### config.mk
export PLATFORM = sky130hd
export DESIGN_NAME = morse_sequencer_flat
export DESIGN_NICKNAME = d
export VERILOG_FILES = /design/src/rtl/morse_pkg.sv /design/src/rtl/morse_sequencer_if.sv /design/src/rtl/morse_unit_timer.sv /design/src/rtl/morse_sequencer.sv /design/src/flat_wrapper.sv
export SDC_FILE = /design/constraint.sdc
export NUM_CORES = 1
export LEC_CHECK = 0
export ABC_CLOCK_PERIOD_IN_PS = 2180
export CORE_MARGIN = 2
export CORE_UTILIZATION = 30
export CTS_BUF_LIST = sky130_fd_sc_hd__clkbuf_2 sky130_fd_sc_hd__clkbuf_4 sky130_fd_sc_hd__clkbuf_8
export CTS_CLUSTER_DIAMETER = 50
export CTS_CLUSTER_SIZE = 16
export DETAILED_ROUTE_END_ITERATION = 8
export GPL_TIMING_DRIVEN = 0
export PLACE_DENSITY = 0.52
export SETUP_SLACK_MARGIN = 0.1
export SLEW_MARGIN = 25
export SYNTH_ARGS = -nofsm -noshare
export SYNTH_HDL_FRONTEND = slang
export SYNTH_SLANG_ARGS = --single-unit
### constraint.sdc
create_clock -name clk -period 2.18 [get_ports clk]
set_input_delay 0.218 -clock clk [delete_from_list [all_inputs] [get_ports clk]]
set_output_delay 0.218 -clock clk [all_outputs]
set_load 0.01 [all_outputs]
### src/rtl/morse_pkg.sv
// Shared types, timing constants and the character-to-Morse lookup for the sequencer.
// Build option MORSE_DIGITS_EN adds digits 0-9 to the lookup.
package morse_pkg;

    typedef enum logic [2:0] {
        ST_IDLE,
        ST_MARK,
        ST_SYMGAP,
        ST_LGAP,
        ST_WGAP
    } state_t;

    localparam int         DASH_UNITS = 3;
    localparam int         LGAP_UNITS = 3;
    localparam int         WGAP_UNITS = 4;
    localparam logic [5:0] CODE_SPACE = 6'd36;

    // Returns {len[2:0], pattern[4:0]}; pattern is left-aligned so bit 4 is the first symbol, 1 = dash.
    function automatic logic [7:0] morse_lookup(input logic [5:0] code);
        logic [7:0] r;
        case (code)
            6'd0:  r = {3'd2, 5'b01000};
            6'd1:  r = {3'd4, 5'b10000};
            6'd2:  r = {3'd4, 5'b10100};
            6'd3:  r = {3'd3, 5'b10000};
            6'd4:  r = {3'd1, 5'b00000};
            6'd5:  r = {3'd4, 5'b00100};
            6'd6:  r = {3'd3, 5'b11000};
            6'd7:  r = {3'd4, 5'b00000};
            6'd8:  r = {3'd2, 5'b00000};
            6'd9:  r = {3'd4, 5'b01110};
            6'd10: r = {3'd3, 5'b10100};
            6'd11: r = {3'd4, 5'b01000};
            6'd12: r = {3'd2, 5'b11000};
            6'd13: r = {3'd2, 5'b10000};
            6'd14: r = {3'd3, 5'b11100};
            6'd15: r = {3'd4, 5'b01100};
            6'd16: r = {3'd4, 5'b11010};
            6'd17: r = {3'd3, 5'b01000};
            6'd18: r = {3'd3, 5'b00000};
            6'd19: r = {3'd1, 5'b10000};
            6'd20: r = {3'd3, 5'b00100};
            6'd21: r = {3'd4, 5'b00010};
            6'd22: r = {3'd3, 5'b01100};
            6'd23: r = {3'd4, 5'b10010};
            6'd24: r = {3'd4, 5'b10110};
            6'd25: r = {3'd4, 5'b11000};
`ifdef MORSE_DIGITS_EN
            6'd26: r = {3'd5, 5'b11111};
            6'd27: r = {3'd5, 5'b01111};
            6'd28: r = {3'd5, 5'b00111};
            6'd29: r = {3'd5, 5'b00011};
            6'd30: r = {3'd5, 5'b00001};
            6'd31: r = {3'd5, 5'b00000};
            6'd32: r = {3'd5, 5'b10000};
            6'd33: r = {3'd5, 5'b11000};
            6'd34: r = {3'd5, 5'b11100};
            6'd35: r = {3'd5, 5'b11110};
`endif
            default: r = 8'h00;
        endcase
        return r;
    endfunction

endpackage

### src/rtl/morse_sequencer_if.sv
// Character offer / key output bundle between a character source and the sequencer.
interface morse_sequencer_if;
    logic       char_valid;
    logic [5:0] char_code;
    logic       char_ready;
    logic       abort;
    logic       key;
    logic       busy;
    logic       done;
    logic       err;

    modport master (output char_valid, char_code, abort,
                    input  char_ready, key, busy, done, err);
    modport slave  (input  char_valid, char_code, abort,
                    output char_ready, key, busy, done, err);
endinterface

### src/rtl/morse_unit_timer.sv
// Purpose: divides clk into Morse time units, one-cycle unit_tick at the end of each unit.
// Latency: first tick UNIT_CYCLES cycles after restart.
// Backpressure: none; free-running, restart reloads the count.
module morse_unit_timer #(
    parameter int UNIT_CYCLES = 4
) (
    input  logic clk,
    input  logic reset_n,
    input  logic restart,
    output logic unit_tick
);
    localparam logic [7:0] RELOAD = 8'(UNIT_CYCLES - 1);

    logic [7:0] cnt;

    assign unit_tick = (cnt == 8'd0);

    always_ff @(posedge clk) begin
        if (!reset_n)
            cnt <= 8'd0;
        else if (restart || unit_tick)
            cnt <= RELOAD;
        else
            cnt <= cnt - 8'd1;
    end
endmodule

### src/rtl/morse_sequencer.sv
// Purpose: keys one Morse character (letter, optional digit via MORSE_DIGITS_EN, word space) per offer.
// Latency: key rises the cycle after acceptance; done pulses the cycle after the trailing gap.
// Backpressure: char_ready only in IDLE; abort drops the character in flight.
module morse_sequencer
    import morse_pkg::*;
#(
    parameter int UNIT_CYCLES = 4
) (
    input  logic              clk,
    input  logic              reset_n,
    morse_sequencer_if.slave  bus
);
    state_t     state, state_nxt;
    logic [4:0] pat, pat_nxt;
    logic [2:0] sym_left, sym_left_nxt;
    logic [1:0] units, units_nxt, units_load;
    logic       done_q, done_nxt, err_q, err_nxt;
    logic       accept, unit_tick, restart, last_unit;
    logic [7:0] lut;

    morse_unit_timer #(.UNIT_CYCLES(UNIT_CYCLES)) u_timer (
        .clk       (clk),
        .reset_n   (reset_n),
        .restart   (restart),
        .unit_tick (unit_tick)
    );

    always_comb begin
        state_nxt    = state;
        pat_nxt      = pat;
        sym_left_nxt = sym_left;
        done_nxt     = 1'b0;
        err_nxt      = 1'b0;
        units_load   = 2'd0;
        accept       = bus.char_valid && (state == ST_IDLE);
        lut          = morse_lookup(bus.char_code);
        last_unit    = unit_tick && (units == 2'd0);

        case (state)
            ST_IDLE: begin
                if (accept) begin
                    if (bus.char_code == CODE_SPACE) begin
                        state_nxt = ST_WGAP;
                    end else if (lut[7:5] != 3'd0) begin
                        state_nxt    = ST_MARK;
                        pat_nxt      = lut[4:0];
                        sym_left_nxt = lut[7:5];
                    end else begin
                        err_nxt = 1'b1;
                    end
                end
            end
            ST_MARK: begin
                if (last_unit) begin
                    pat_nxt      = {pat[3:0], 1'b0};
                    sym_left_nxt = sym_left - 3'd1;
                    state_nxt    = (sym_left > 3'd1) ? ST_SYMGAP : ST_LGAP;
                end
            end
            ST_SYMGAP: if (last_unit) state_nxt = ST_MARK;
            ST_LGAP, ST_WGAP: begin
                if (last_unit) begin
                    state_nxt = ST_IDLE;
                    done_nxt  = 1'b1;
                end
            end
            default: state_nxt = ST_IDLE;
        endcase

        // Abort overrides whatever the character was about to do, including a completion pulse.
        if (bus.abort && state != ST_IDLE) begin
            state_nxt    = ST_IDLE;
            sym_left_nxt = 3'd0;
            done_nxt     = 1'b0;
        end

        restart = accept || (state_nxt != state);

        case (state_nxt)
            ST_MARK: units_load = pat_nxt[4] ? 2'(DASH_UNITS - 1) : 2'd0;
            ST_LGAP: units_load = 2'(LGAP_UNITS - 1);
            ST_WGAP: units_load = 2'(WGAP_UNITS - 1);
            default: units_load = 2'd0;
        endcase

        if (restart)
            units_nxt = units_load;
        else if (unit_tick && units != 2'd0)
            units_nxt = units - 2'd1;
        else
            units_nxt = units;
    end

    always_ff @(posedge clk) begin
        if (!reset_n) begin
            state    <= ST_IDLE;
            pat      <= 5'd0;
            sym_left <= 3'd0;
            units    <= 2'd0;
            done_q   <= 1'b0;
            err_q    <= 1'b0;
        end else begin
            state    <= state_nxt;
            pat      <= pat_nxt;
            sym_left <= sym_left_nxt;
            units    <= units_nxt;
            done_q   <= done_nxt;
            err_q    <= err_nxt;
        end
    end

    assign bus.key        = (state == ST_MARK);
    assign bus.busy       = (state != ST_IDLE);
    assign bus.char_ready = (state == ST_IDLE);
    assign bus.done       = done_q;
    assign bus.err        = err_q;
endmodule

### src/flat_wrapper.sv
// flat-port wrapper written by rule: the top's interface ports become plain ports
module morse_sequencer_flat import morse_pkg::*;
#(
    parameter int UNIT_CYCLES = 4
)
  (clk, reset_n, bus_char_valid, bus_char_code, bus_abort, bus_char_ready, bus_key, bus_busy, bus_done, bus_err);
  morse_sequencer_if bus_i ();
  input  logic clk;
  input  logic reset_n;
  input wire logic [$bits(bus_i.char_valid)-1:0] bus_char_valid;
  input wire logic [$bits(bus_i.char_code)-1:0] bus_char_code;
  input wire logic [$bits(bus_i.abort)-1:0] bus_abort;
  output wire logic [$bits(bus_i.char_ready)-1:0] bus_char_ready;
  output wire logic [$bits(bus_i.key)-1:0] bus_key;
  output wire logic [$bits(bus_i.busy)-1:0] bus_busy;
  output wire logic [$bits(bus_i.done)-1:0] bus_done;
  output wire logic [$bits(bus_i.err)-1:0] bus_err;
  assign bus_i.char_valid = bus_char_valid;
  assign bus_i.char_code = bus_char_code;
  assign bus_i.abort = bus_abort;
  assign bus_char_ready = bus_i.char_ready;
  assign bus_key = bus_i.key;
  assign bus_busy = bus_i.busy;
  assign bus_done = bus_i.done;
  assign bus_err = bus_i.err;
  morse_sequencer #(.UNIT_CYCLES(UNIT_CYCLES)) u_core (.clk(clk), .reset_n(reset_n), .bus(bus_i));
endmodule
==> results of run 1 <==
[synthesized netlist by cell type (2+ instances only)]
master and instances:
a21oi_1 9, and3_1 3, mux2i_1 2, dfxtp_1 22, buf_2 4, o21ai_1 3, nand2b_1 7, o22ai_1 2
nand4_1 2, xnor2_1 6, nor2b_1 4, clkbuf_1 5, nand3_1 4, a22oi_1 2, o32ai_1 2, o211ai_1 3
nor3_1 10, ha_1 12, buf_6 2, o31a_1 2, a31o_2 2, nor2_1 24, nand2_1 15, o21a_1 2
a32o_1 2, nor4_1 3, a211oi_1 3, inv_1 17, or3_4 2, o21ai_0 13, a31oi_1 6, buf_1 2
nor4b_1 5, nor3b_1 2, nor4_2 2
[layer usage]
metal	share of wire (%)	vias to the layer above	global-route usage, %
met5	0	-	0
met3	2.8	2	2.584
li1	-	942	-
met4	0.51	0	3.279
met2	50	30	25.59
met1	47	910	19.82
[report_power, final]
group          switching, W  leakage, nW  internal [W]  total (W)
logic              0.000365        0.731      0.000334   0.000699
registers         0.0000276        0.182      0.000438   0.000466
clock network      0.000145       0.0288      0.000161   0.000306
[sequential cells by signal (all words and copies together), names as in the netlist]
| signal | cells |
|---|---|
| u_core.sym_left | 3 |
| u_core.pat | 4 |
| u_core.units | 2 |
| u_core.state | 3 |
| u_core.u_timer.cnt | 8 |
| u_core.bus.err | 1 |
| u_core.bus.done | 1 |
[per-stage QoR]
step | setup TNS (ns) | setup WS (ns) | std cells | cell area [sq um] | power (W)
finish | 0 | 0.06952 | 348 | 2522 | 0.001471
global route | 0 | 0.004845 | 348 | 2522 | 0.001570
CTS | 0 | 0.09873 | 343 | 2425 | 0.001418
detailed placement | -10.09 | -1.147 | 322 | 2120 | 0.001003
global placement | -10.15 | -1.147 | 322 | 2120 | 0.001000
floorplan | 0 | 0.03358 | 236 | 1916 | 0.0008659
[how the worst min path moves through the flow]
stage / endpoint / slack [ns] / depth (start not counted)
5_1_grt: u_core.units[1]$_SDFFE_PN0P_ / 0.32 / 3
2_1_floorplan: u_core.pat[1]$_SDFFE_PN0P_ / 0.43 / 2
3_5_place_dp: u_core.pat[1]$_SDFFE_PN0P_ / 0.45 / 2
6_report: u_core.pat[1]$_SDFFE_PN0P_ / 0.31 / 3
4_1_cts: u_core.pat[1]$_SDFFE_PN0P_ / 0.29 / 3
3_3_place_gp: u_core.pat[1]$_SDFFE_PN0P_ / 0.45 / 2
[layout make-up]
class | count | area share (%)
tap | 75 | 3.720
clock buffer | 4 | 2.183
buffer | 13 | 3.323
timing repair buffer | 33 | 11.26
sequential | 22 | 17.91
inverter | 17 | 2.827
multi-input combinational | 184 | 58.78
[timing repair]
| action | in CTS | in global routing |
|---|---|---|
| endpoints found under the setup margin | 20 | 16 |
| resized for setup | 55 | 15 |
| setup buffers | 17 | 5 |
| pin swaps | 21 | 10 |
[worst max-delay path: stages, from the launching register on]
cell	delay, ns
dfxtp_2	0.33
inv_2	0.07
ha_4	0.14
or4bb_4	0.55
o21a_4	0.24
nor3b_4	0.26
o21ai_1	0.13
a31oi_1	0.18
a22oi_1	0.08
[logic make-up after synthesis]
| logic type | share of synthesized area [%] |
|---|---|
| AOI/OAI and AO/OA | 28.10 |
| muxes | 2.849 |
| buffers and inverters | 7.025 |
| DFF | 23.33 |
| xor gates and xnor gates | 3.247 |
| and+or+nand+nor | 27.50 |
| adders and majority gates | 7.952 |
==> impl_metrics.yaml, run 1 <==
final_layout:
  finalNetCount: 296
  n_fill_cell: 623
  seqCellArea_sq_um: 451.7
  layout_common_cells: "22 x buf_4, 21 x nor2_1, 15 x dfxtp_1"
  n_antenna_cell: 0
  post-route-util_pct: 42.11
  layout_commonest_cell: "buf_4"
  syn_to_final_growth_pct: 33.60
  multi_input_area_sq_um: 1483
  layout-drive-gt1-share_pct: 33.33
timing:
  finalHoldViolCount: 0
  period_share_pct: 96.81
  setup_viol: 0
  tightest_slew_ns: 0.5199
  drv_slew: 0
  fin_crit_ns: 2.110
  finalHoldWorstSlack_ns: 0.3082
  finalClockSkew_ns: 0.009875
  fmax_ghz: 0.4738
  slew_headroom_pct: 64.97
  rsz0062_at_grt: "true"
global_routing:
  grt_max_degree: 13
  antenna_found_initial: 0
  grt_pass1_vias: 1801
  grt_overflow: 0
  grt_first_pass_wirelength_um: 8763
  grt_usage_pct: 15.03
setup_path:
  worstPathMaxFanout: 5
  reg2reg_depth: 8
  cp-end-kind: "register"
  crit_path_start: "u_core.units[0]$_SDFFE_PN0P_"
  required_ns: 2.33
  timing.rr.start: "u_core.units[0]$_SDFFE_PN0P_"
  r2r-end: "u_core.units[1]$_SDFFE_PN0P_"
  reg2reg_slack_ns: 0.07
  critPathKind: "reg2reg"
  arrival_ns: 2.26
  cp-endpoint: "u_core.units[1]$_SDFFE_PN0P_"
  crit_path_start_kind: "register"
clocking:
  cts.sinks: 22
  cts_made_buffers: 3
  clk_pin_slew_ns: 0.09
  cts-root-buf: "clkbuf_8"
  h-tree-depth: 1
  hold_buffers: 0
  cts_tree: "yes"
  worstSkewPairLatency_ns: 0.27
  cts_buffer_depth: 2
yosys:
  synth_top_flop_cell: "dfxtp_1"
  avgSynthCellArea_sq_um: 8.000
  yosys-top-cells-area: "dfxtp_1 23%, ha_1 8.0%, nor2_1 4.8%, o21ai_0 3.4%, inv_1 3.4%"
  synth_edf_count: 0
  ys_seq_area_share_pct: 23.33
  synth_nets: 258
  async_reset_ff_share_pct: 0
  netlist_instances: 236
  syn_area_sq_um: 1888
  synth_top_area_share_pct: 23.33
  synth_seq_cells: 22
  synth-warning-count: 0
  yosysTopAreaCell: "dfxtp_1"
  synth_cell_types: 65
floorplanning:
  core_sq_um: 5991
  die_w_um: 83.33
  io_pins: 15
  die_area_sq_um: 6944
  die_height_um: 83.33
  rows: 28
  initial_core_util_pct: 31.52
status:
  status: "completed"
drt:
  drc_errors: 0
  finalWirelength_um: 5315
  wl_per_cell_um: 15.27
  ant_nets: 0
  drtIter0Drc: 69
  vias: 1884
  first_pass_iters: 4
  via_per_inst: 5.414
pwr:
  p_leak_nw: 0.9421
  powerDensity_nw_per_um2: 583.2
  vdd_drop_max_uv: 326.2
worst_hold_path:
  worstHoldStart: "reset_n"
  hold_class: "in2reg"
place:
  hpwlAfterDp_um: 3664
  place_congestion: 0.8392
  io_buffers: 11
run:
  maxCapViolCount: 0
(Power assumes the default switching activity.)
==> run 2, diff against run 1 <==
--- a/config.mk
+++ b/config.mk
@@ -13,7 +13,7 @@
 export CTS_CLUSTER_SIZE = 16
 export DETAILED_ROUTE_END_ITERATION = 8
 export GPL_TIMING_DRIVEN = 0
-export PLACE_DENSITY = 0.52
+export PLACE_DENSITY = 0.48
 export SETUP_SLACK_MARGIN = 0.1
 export SLEW_MARGIN = 25
 export SYNTH_ARGS = -nofsm -noshare
==> run 2 against run 1 <==
Compared with the run above:
- cell count unchanged
- design area up 2.2%
- sequential cell count unchanged
- critical endpoint unchanged
- sequential power about the same
- worst setup slack worse by 0.017 ns
- clock-buffer cell count down 1
- critical path depth unchanged
==> impl_metrics.yaml, run 2 (synthesis gave the netlist of run 1 again) <==
status:
  status: "completed"
timing:
  finalClockSkew_ns: 0.01174
  finalHoldViolCount: 0
  tightest_slew_ns: 0.4895
  finalHoldWorstSlack_ns: 0.2940
  rsz0062_at_grt: "true"
  slew_headroom_pct: 67.02
  period_share_pct: 97.60
  fin_crit_ns: 2.128
  fmax_ghz: 0.4700
  setup_viol: 0
  drv_slew: 0
clocking:
  cts_tree: "yes"
  cts_made_buffers: 3
  cts_buffer_depth: 2
  cts.sinks: 22
  hold_buffers: 0
  h-tree-depth: 1
  clk_pin_slew_ns: 0.09
  cts-root-buf: "clkbuf_8"
  worstSkewPairLatency_ns: 0.28
drt:
  wl_per_cell_um: 15.05
  drc_errors: 0
  first_pass_iters: 4
  drtIter0Drc: 61
  vias: 1881
  via_per_inst: 5.405
  ant_nets: 0
  finalWirelength_um: 5238
global_routing:
  grt_overflow: 0
  grt_first_pass_wirelength_um: 8804
  grt_usage_pct: 15.18
  grt_pass1_vias: 1791
  grt_max_degree: 14
  antenna_found_initial: 0
run:
  maxCapViolCount: 0
setup_path:
  crit_path_start_kind: "register"
  required_ns: 2.39
  timing.rr.start: "u_core.u_timer.cnt[0]$_SDFF_PN0_"
  worstPathMaxFanout: 5
  cp-end-kind: "register"
  reg2reg_slack_ns: 0.05
  reg2reg_depth: 8
  r2r-end: "u_core.units[1]$_SDFFE_PN0P_"
  arrival_ns: 2.34
  critPathKind: "reg2reg"
pwr:
  powerDensity_nw_per_um2: 598.6
  total_power_w: 0.001543
  vdd_drop_max_uv: 344.1
  p_leak_nw: 0.9512
floorplanning:
  die_area_sq_um: 6944
  initial_core_util_pct: 31.52
  core_sq_um: 5991
  die_w_um: 83.33
  die_height_um: 83.33
  rows: 28
  io_pins: 15
worst_hold_path:
  hold_end: "u_core.pat[1]$_SDFFE_PN0P_"
  worstHoldStart: "reset_n"
  hold_class: "in2reg"
  hold_depth: 3
final_layout:
  layout_common_cells: "23 x nor2_1, 22 x buf_4, 15 x dfxtp_1"
  final_area_sq_um: 2577
  n_fill_cell: 600
  finalNetCount: 296
  fin_cells: 348
  layout-drive-gt1-share_pct: 34.07
  n_antenna_cell: 0
  largestRegisters: "u_core.u_timer.cnt x8, u_core.pat x4"
  layout_commonest_cell: "nor2_1"
  syn_to_final_growth_pct: 36.51
  largest_reg_flops: 8
  largest_register: "u_core.u_timer.cnt"
place:
  io_buffers: 11
  placed_cells: 322
  place_congestion: 0.8203
  placed_area_sq_um: 2120
  hpwlAfterDp_um: 3629
==> run 2: worst max-delay path by stage <==
| stage | end | start | slack (ns) | depth (start not counted) |
|---|---|---|---|---|
| after global placement | u_core.sym_left[1]$_SDFFE_PP0P_ | bus_char_code[0] | -1.17 | 9 |
| after CTS | u_core.units[1]$_SDFFE_PN0P_ | u_core.u_timer.cnt[5]$_SDFF_PP0_ | 0.08 | 7 |
| after global routing | u_core.units[1]$_SDFFE_PN0P_ | u_core.u_timer.cnt[5]$_SDFF_PP0_ | -0.004 | 7 |
| after floorplan | u_core.sym_left[2]$_SDFFE_PP0P_ | bus_char_code[0] | 0.03 | 8 |
| after detailed placement | u_core.sym_left[1]$_SDFFE_PP0P_ | bus_char_code[0] | -1.12 | 9 |
| final | u_core.units[1]$_SDFFE_PN0P_ | u_core.u_timer.cnt[0]$_SDFF_PN0_ | 0.05 | 8 |
==> run 2: report_power, final <==
group          total (W)  switching, W  internal (W)
Sequential      0.000466     0.0000273      0.000438
Clock           0.000399      0.000153      0.000246
Combinational   0.000678      0.000353      0.000325
Total            0.00154      0.000533       0.00101
==> run 2: repair_timing <==
action                                  4_1_cts  5_1_grt
cloned                                        0        1
resized for setup                            58       17
pin swaps                                    21       15
setup buffers                                16        5
endpoints found under the setup margin       22       19
==> run 2: routing by layer <==
layer  wire length [um]  vias to the layer above  global-route usage, %
met3                155                        6                  2.485
met4                 59                        0                  3.577
met2               2552                       26                  24.85
met5                  0                        -                      0
met1               2471                      907                  20.81
li1                   -                      942                      -
==> run 2: through the flow <==
stage / util, % / worst slack, ns / TNS [ns]
6_report: 43.02 / 0.05226 / 0
5_1_grt: 43.02 / -0.003535 / -0.003535
4_1_cts: 40.87 / 0.07953 / 0
3_5_place_dp: 35.38 / -1.121 / -10.03
3_3_place_gp: 35.38 / -1.166 / -10.42
2_1_floorplan: - / 0.03358 / 0
==> run 2: area by class of cell <==
class / instances / area [sq um] / share of cell area (%)
Tap cell: 75 / 93.84 / 3.641
Buffer: 13 / 83.83 / 3.252
Inverter: 17 / 73.82 / 2.864
Multi-Input combinational cell: 184 / 1489 / 57.77
Clock buffer: 3 / 41.29 / 1.602
Clock inverter: 1 / 30.03 / 1.165
Sequential cell: 22 / 451.7 / 17.52
Timing Repair Buffer: 33 / 314.1 / 12.18
==> run 2: critical path: stages, from the launching register on <==
cell,delay [ns]
dfxtp_4,0.37
inv_4,0.06
ha_4,0.13
or4bb_4,0.55
o21a_4,0.22
nor3b_4,0.31
or3_4,0.20
nand3_2,0.06
a22oi_1,0.16
==> run 3, diff against run 2 <==
--- a/config.mk
+++ b/config.mk
@@ -13,6 +13,7 @@
 export CTS_CLUSTER_SIZE = 16
 export DETAILED_ROUTE_END_ITERATION = 8
 export GPL_TIMING_DRIVEN = 0
+export MAX_ROUTING_LAYER = met4
 export PLACE_DENSITY = 0.48
 export SETUP_SLACK_MARGIN = 0.1
 export SLEW_MARGIN = 25
==> run 3 against run 2 <==
Compared with the run above:
- cell count stayed put
- first-iteration DRC count is 9.8% higher
- via count is 1.3% higher
- highest routed layer unchanged
- global-route usage is 0.40 points higher
- die area stayed put
==> impl_metrics.yaml, run 3 (synthesis gave the netlist of run 1 again) <==
timing:
  slew_headroom_pct: 66.89
  rsz0062_at_grt: "true"
  drv_slew: 0
  tightest_slew_ns: 0.4914
  fin_crit_ns: 2.129
  period_share_pct: 97.68
  fmax_ghz: 0.4696
  setup_viol: 0
  finalHoldViolCount: 0
  finalClockSkew_ns: 0.008612
final_layout:
  largestRegisters: "u_core.u_timer.cnt x8, u_core.pat x4"
  syn_to_final_growth_pct: 36.51
  n_fill_cell: 600
  layout-drive-gt1-share_pct: 34.07
  layout_common_cells: "23 x nor2_1, 22 x buf_4, 15 x dfxtp_1"
  largest_reg_flops: 8
  final_area_sq_um: 2577
  finalNetCount: 296
  n_antenna_cell: 0
  largest_register: "u_core.u_timer.cnt"
  layout_commonest_cell: "nor2_1"
drt:
  finalWirelength_um: 5264
  vias: 1906
  first_pass_iters: 4
  wl_per_cell_um: 15.13
  via_per_inst: 5.477
  drc_errors: 0
  drtIter0Drc: 67
  ant_nets: 0
place:
  placed_area_sq_um: 2120
  io_buffers: 11
  hpwlAfterDp_um: 3629
  place_congestion: 0.8326
setup_path:
  required_ns: 2.39
  crit_path_start_kind: "register"
  worstPathMaxFanout: 5
  arrival_ns: 2.34
  cp-end-kind: "register"
  critPathKind: "reg2reg"
floorplanning:
  initial_core_util_pct: 31.52
  io_pins: 15
  core_sq_um: 5991
  die_w_um: 83.33
  die_height_um: 83.33
  die_area_sq_um: 6944
  rows: 28
clocking:
  cts_tree: "yes"
  clk_pin_slew_ns: 0.09
  hold_buffers: 0
  h-tree-depth: 1
  worstSkewPairLatency_ns: 0.28
  cts.sinks: 22
  cts-root-buf: "clkbuf_8"
  cts_made_buffers: 3
  cts_buffer_depth: 2
pwr:
  comb_power_share_pct: 43.9
  power_frac_seq_pct: 30.1
  swShare_pct: 34.68
  switchingPower_w: 0.0005361
  internal-power_w: 0.001010
  p_leak_nw: 0.9512
  vdd_drop_max_uv: 343.3
  total_power_w: 0.001546
  powerDensity_nw_per_um2: 599.6
  clkPwrFrac_pct: 26.0
global_routing:
  antenna_found_initial: 0
  grt_overflow: 0
  grt_pass1_vias: 1791
  grt_usage_pct: 15.58
  grt_max_degree: 14
  grt_first_pass_wirelength_um: 8790
run:
  maxCapViolCount: 0
status:
  status: "completed"
worst_hold_path:
  hold_class: "in2reg"
run 3: power groups by stage:
| stage | Combinational (W) | Clock (W) | Sequential (W) |
|---|---|---|---|
| 2_1_floorplan | 0.000400 | 0 | 0.000466 |
| 3_3_place_gp | 0.000532 | 0 | 0.000473 |
| 3_5_place_dp | 0.000530 | 0 | 0.000472 |
| 4_1_cts | 0.000643 | 0.000404 | 0.000462 |
| 5_1_grt | 0.000754 | 0.000418 | 0.000471 |
| 6_report | 0.000678 | 0.000401 | 0.000466 |
run 3: cell type report:
class                           count  area [sq um]  share of cell area (%)
Timing Repair Buffer               33         314.1                   12.18
Inverter                           17         73.82                   2.864
Buffer                             13         83.83                   3.252
Clock inverter                      1         30.03                   1.165
Sequential cell                    22         451.7                   17.52
Tap cell                           75         93.84                   3.641
Clock buffer                        3         41.29                   1.602
Multi-Input combinational cell    184          1489                   57.77
run 3: path summary, 6_finish.rpt:
check,slack [ns],end,cells past startpoint,startpoint
max,0.05,u_core.units[1]$_SDFFE_PN0P_,8,u_core.u_timer.cnt[0]$_SDFF_PN0_
min,0.29,u_core.pat[1]$_SDFFE_PN0P_,3,reset_n
max reg2reg,0.05,u_core.units[1]$_SDFFE_PN0P_,8,u_core.u_timer.cnt[0]$_SDFF_PN0_
min reg2reg,0.47,u_core.pat[1]$_SDFFE_PN0P_,2,u_core.pat[1]$_SDFFE_PN0P_
run 3: through the flow:
stage	hold WS (ns)	utilization [%]	setup WS, ns	setup TNS [ns]	std cells
finish	0.2947	43.02	0.05064	0	348
global route	0.3107	43.02	-0.003112	-0.003112	348
global placement	0.4476	35.38	-1.166	-10.42	322
detailed placement	0.4605	35.38	-1.121	-10.03	322
floorplan	0.4315	-	0.03358	0	236
CTS	0.2900	40.87	0.07953	0	342
run 3: critical path, cell delays in order (launching register included):
cell     delay, ns
dfxtp_4       0.37
inv_4         0.06
ha_4          0.13
or4bb_4       0.55
o21a_4        0.22
nor3b_4       0.31
or3_4         0.20
nand3_2       0.06
a22oi_1       0.16
run 3: repair_timing:
action | CTS | global route
pin swaps | 21 | 15
gates resized for setup | 58 | 17
setup buffers | 16 | 5
cloned | 0 | 1
endpoints found under the setup margin | 22 | 19
run 3: layer usage:
metal | global-route usage (%) | wire (um)
met5 | - | 0
met4 | 3.577 | 63
met2 | 24.78 | 2564
met1 | 20.81 | 2455
met3 | 2.485 | 181
